File: src/rtl/gps_point_feeder.sv
// Feeds buffered lon/lat fixes to the GPS distance calculator one at a time.
// It forwards each pair's distance on a ready/valid stream with a running pair index.
module gps_point_feeder #(
    parameter int DEPTH   = 4,
    parameter int TIMEOUT = 1023
) (
    input  logic        clk,
    input  logic        reset_n,
    input  logic        in_valid,
    output logic        in_ready,
    input  logic [23:0] in_lon,
    input  logic [23:0] in_lat,
    output logic        DEN,
    output logic [23:0] LON_IN,
    output logic [23:0] LAT_IN,
    input  logic        Valid,
    input  logic [39:0] D,
    output logic        out_valid,
    input  logic        out_ready,
    output logic [39:0] out_d,
    output logic [15:0] out_idx,
    output logic        timeout_err
);

    localparam int AW = $clog2(DEPTH);
    localparam int CW = AW + 1;
    localparam logic [15:0] TO_LAST = 16'(TIMEOUT - 1);

    localparam logic [2:0] IDLE = 3'd0;
    localparam logic [2:0] SEND = 3'd1;
    localparam logic [2:0] GAP  = 3'd2;
    localparam logic [2:0] WAIT = 3'd3;
    localparam logic [2:0] HOLD = 3'd4;

    logic [47:0]   fix_mem [DEPTH];
    logic [AW-1:0] wr_ptr;
    logic [AW-1:0] rd_ptr;
    logic [CW-1:0] count;
    logic          full;
    logic          empty;
    logic          push;
    logic          pop;

    logic [2:0]    state;
    logic          first_pt;
    logic [15:0]   wait_cnt;
    logic [15:0]   idx_cnt;

    // Full is judged on the registered count, so a same-cycle pop never admits a push.
    assign full     = (count == CW'(DEPTH));
    assign empty    = (count == '0);
    assign in_ready = !full;
    assign push     = in_valid && !full;
    assign pop      = (state == IDLE) && !empty;

    always_ff @(posedge clk) begin
        if (push) begin
            fix_mem[wr_ptr] <= {in_lon, in_lat};
        end
    end

    always_ff @(posedge clk or negedge reset_n) begin
        if (!reset_n) begin
            wr_ptr <= '0;
            rd_ptr <= '0;
            count  <= '0;
        end else begin
            if (push) begin
                wr_ptr <= wr_ptr + AW'(1);
            end
            if (pop) begin
                rd_ptr <= rd_ptr + AW'(1);
            end
            case ({push, pop})
                2'b10:   count <= count + CW'(1);
                2'b01:   count <= count - CW'(1);
                default: count <= count;
            endcase
        end
    end

    always_ff @(posedge clk or negedge reset_n) begin
        if (!reset_n) begin
            state       <= IDLE;
            first_pt    <= 1'b1;
            wait_cnt    <= '0;
            idx_cnt     <= '0;
            DEN         <= 1'b0;
            LON_IN      <= '0;
            LAT_IN      <= '0;
            out_valid   <= 1'b0;
            out_d       <= '0;
            out_idx     <= '0;
            timeout_err <= 1'b0;
        end else begin
            DEN <= 1'b0;
            case (state)
                IDLE: begin
                    if (!empty) begin
                        LON_IN <= fix_mem[rd_ptr][47:24];
                        LAT_IN <= fix_mem[rd_ptr][23:0];
                        DEN    <= 1'b1;
                        state  <= SEND;
                    end
                end
                SEND: begin
                    // A reference point produces no distance, so skip waiting for one.
                    if (first_pt) begin
                        first_pt <= 1'b0;
                        state    <= GAP;
                    end else begin
                        wait_cnt <= '0;
                        state    <= WAIT;
                    end
                end
                GAP: begin
                    state <= IDLE;
                end
                WAIT: begin
                    if (Valid) begin
                        out_d     <= D;
                        idx_cnt   <= idx_cnt + 16'd1;
                        out_idx   <= idx_cnt + 16'd1;
                        out_valid <= 1'b1;
                        state     <= HOLD;
                    end else if (wait_cnt == TO_LAST) begin
                        // Give up on this pair and restart the chain from the next fix.
                        timeout_err <= 1'b1;
                        first_pt    <= 1'b1;
                        idx_cnt     <= '0;
                        state       <= IDLE;
                    end else begin
                        wait_cnt <= wait_cnt + 16'd1;
                    end
                end
                HOLD: begin
                    if (out_ready) begin
                        out_valid <= 1'b0;
                        state     <= IDLE;
                    end
                end
                default: begin
                    state <= IDLE;
                end
            endcase
        end
    end

endmodule

File: config.mk
export PLATFORM = sky130hd
export DESIGN_NAME = gps_point_feeder
export DESIGN_NICKNAME = d
export VERILOG_FILES = /design/src/rtl/gps_point_feeder.sv
export SDC_FILE = /design/constraint.sdc
export NUM_CORES = 1
export LEC_CHECK = 0
export BUFFER_PORTS_ARGS = -buffer_cell sky130_fd_sc_hd__buf_2
export CAP_MARGIN = 20
export CORE_MARGIN = 4
export CORE_UTILIZATION = 60
export CTS_CLUSTER_SIZE = 8
export DETAILED_ROUTE_END_ITERATION = 8
export PLACE_DENSITY = 0.86
export SLEW_MARGIN = 5
export SYNTH_ARGS = -nofsm -noshare
export SYNTH_HDL_FRONTEND = slang
export SYNTH_SLANG_ARGS = --single-unit
File: constraint.sdc
create_clock -name clk -period 6.3 [get_ports clk]
set_input_delay 0.63 -clock clk [delete_from_list [all_inputs] [get_ports clk]]
set_output_delay 0.63 -clock clk [all_outputs]
set_load 0.02 [all_outputs]
==> impl_metrics.toml <==
[clock_tree]
htree_num_levels = 2
cts_resized = 0
insertion_delay_ns = 0.54
root_buffer = "clkbuf_16"
clkSlewWorstSetupHoldPaths_ns = 0.05
numCtsBuffers = 48
cts.sinks = 342
clock_path_buffers = 3
cts_tree = "built"
hold_buffers = 0
postCtsSetupRepairBufs = 0

[drt]
vias_per_cell = 5.725
ant_nets = 0
drt_iter0_drc = 554
vias = 7998
drc = 0
drt-pass1-iter-count = 5
wirelength_um = 28130
routedWlPerCell_um = 20.13

[setup_path]
cp.required_ns = 6.76
cp_slowest_cell = "buf_4"
r2r_start = "state[1]"
path_delay_family = "buffers and inverters"
cp_data_arrival_time_ns = 3.15
start_kind = "flip-flop"
crit_chain = "nor4_2, buf_4, ha_1, inv_1, fa_1, xor2_1, nor2_1, xor2_1"
cp-end-kind = "flip-flop"
cp-startpoint = "state[1]"
critPathMaxFanout = 52
crit_buf_inv = 2
critical_path.max_stage_delay_ns = 0.66
path_common_cell = "xor2_1"
crit_type = "reg -> reg"

[die]
dieHeight_um = 156.7
io_pins = 201
die_area_um2 = 24540
core_area_um2 = 21760
start_util_pct = 60.94
fp-row-count = 54
fp.dieW_um = 156.7

[final_layout]
fillers = 1333
layout-drive-gt1-share_pct = 33.42
finalInstanceArea_um2 = 15970
final_cell_mix = "buf_2, edfxtp_1, nand2_1"
layout_commonest_cell = "buf_2"
fin_nets = 1186
syn_to_final_growth_pct = 20.43

[pwr]
p_int_w = 0.005460
clkPwrFrac_pct = 28.9
p_per_area_nw_per_um2 = 506.4
pwr-share-comb_pct = 29.5
irDropWorstVdd_mv = 0.3752
p_leak_nw = 6.559
switching_power_w = 0.002626
swShare_pct = 32.47
pwr-share-seq_pct = 41.6

[outcome]
run_status = "finished clean"

[grt]
grt_start_max_net_pins = 88
grt_pass1_vias = 8293
grt_pass1_wl_um = 44850
grt_overflow = 0
antenna_found_initial = 2
grt_usage_pct = 23.34

[timing]
relSlewSlack_pct = 40.64
fin_worst_skew_ns = 0.01670
finalSetupTns_ns = 0
max_freq_mhz = 372.4
period_needed_ns = 2.686
hold_viol = 0
period_share_pct = 42.63
tightest_slew_ns = 0.8905
rsz0062_at_grt = "no"
setup_viol = 0
drv_slew = 0

[synthesis]
ys_ff_latch = 342
ys_types = 43
synthCells = 863
syn_nets = 965
synth_edf_count = 192
async_flop_share_pct = 43.86
yosysSeqAreaShare_pct = 71.80
avgSynthCellArea_um2 = 15.36
ys.warnings.count = 0
synth_ff_type = "edfxtp_1"
netlist_area_um2 = 13260

[job]
drv_cap = 0

[place]
port_buffers = 200
post-dp-hpwl_um = 16150
postPlaceCellArea_um2 = 14560
gp_congestion = 0.7749

[min_path]
worstHoldPathType = "in -> async"
==> metal layers <==
metal  wire (um)  up-vias  track usage (%)  part of all wire (%)
met5          13        -                0                 0.046
met4         642        2            6.281                   2.3
met3        2049       62            5.890                   7.3
met2       14310      307            39.31                    51
met1       11110     4007            30.83                    39
li1            -     3620                -                     -
==> path summary, 6_finish.rpt <==
kind	endpoint	depth (start not counted)	slack [ns]
max	count[2]	8	3.61
min	LON_IN[10]	1	0.15
max in group asynchronous	rd_ptr[0]	2	4.69
min in group clk	out_d[23]	3	0.29
min reg2reg	out_d[37]	2	0.46
max reg2reg	count[2]	8	3.61
==> final cells by class <==
| type | instances | area (um2) | area share [%] |
|---|---|---|---|
| Antenna cell | 1 | 2.502 | 0.01567 |
| Multi-Input combinational cell | 461 | 3518 | 22.03 |
| Clock buffer | 80 | 1343 | 8.408 |
| Sequential cell | 342 | 9525 | 59.65 |
| Clock inverter | 2 | 40.04 | 0.2507 |
| Tap cell | 280 | 350.3 | 2.194 |
| Inverter | 19 | 71.32 | 0.4466 |
| Timing Repair Buffer | 212 | 1117 | 6.997 |
==> state kept, by name, summed over array words and instances, names as in the netlist <==
signal       cells
idx_cnt         16
out_valid        1
state            3
first_pt         1
rd_ptr           2
DEN              1
wr_ptr           2
fix_mem        192
out_idx         16
wait_cnt        16
timeout_err      1
count            3
out_d           40
LON_IN          24
LAT_IN          24
==> power groups by stage <==
stage               sequential, W  clock, W  combinational [W]
floorplan                 0.00363         0            0.00133
global placement          0.00342         0            0.00221
detailed placement        0.00345         0            0.00229
CTS                       0.00344   0.00238            0.00233
global route              0.00342   0.00249            0.00259
finish                    0.00336   0.00234            0.00239
==> metrics by stage <==
| stage | worst slack [ns] | power, W | hold WS [ns] | cells | utilization, % |
|---|---|---|---|---|---|
| after floorplan | 3.672 | 0.004962 | 0.3344 | 863 | - |
| after global placement | 3.680 | 0.005630 | 0.4515 | 1313 | 66.90 |
| after detailed placement | 3.594 | 0.005743 | 0.4565 | 1313 | 66.90 |
| after CTS | 3.592 | 0.008148 | 0.1829 | 1395 | 73.26 |
| after global routing | 3.445 | 0.008510 | 0.2201 | 1397 | 73.40 |
| final | 3.614 | 0.008085 | 0.1472 | 1397 | 73.40 |
==> logic make-up after synthesis <==
group	Yosys count	share of synthesized area [%]
xor gates and xnor gates	20	1.321
AOI/OAI and AO/OA	85	3.539
and+or+nand+nor	248	8.200
buffers and inverters	60	1.765
muxes	99	12.47
adders and majority gates	9	0.9060
DFF	342	71.80
==> cells in the mapped netlist, drive strengths merged, types with 2 or more instances <==
| cell | count | share of area [%] |
|---|---|---|
| a21oi | 22 | 0.92 |
| a31oi | 8 | 0.38 |
| and2 | 3 | 0.14 |
| and3 | 11 | 0.52 |
| and4 | 2 | 0.13 |
| buf | 9 | 0.32 |
| clkbuf | 32 | 0.91 |
| dfrtp | 149 | 28 |
| edfxtp | 192 | 43 |
| ha | 8 | 0.75 |
| inv | 19 | 0.54 |
| mux2 | 49 | 4.2 |
| mux2i | 2 | 0.15 |
| mux4 | 48 | 8.2 |
| nand2 | 167 | 4.7 |
| nand3 | 9 | 0.34 |
| nand3b | 2 | 0.11 |
| nand4 | 9 | 0.42 |
| nor2 | 24 | 0.68 |
| nor3 | 4 | 0.15 |
| nor4 | 4 | 0.24 |
| o21ai | 47 | 1.8 |
| o31ai | 3 | 0.17 |
| or3 | 8 | 0.38 |
| or4 | 2 | 0.14 |
| xnor2 | 14 | 0.92 |
| xor2 | 6 | 0.40 |
(Power assumes the default switching activity.)
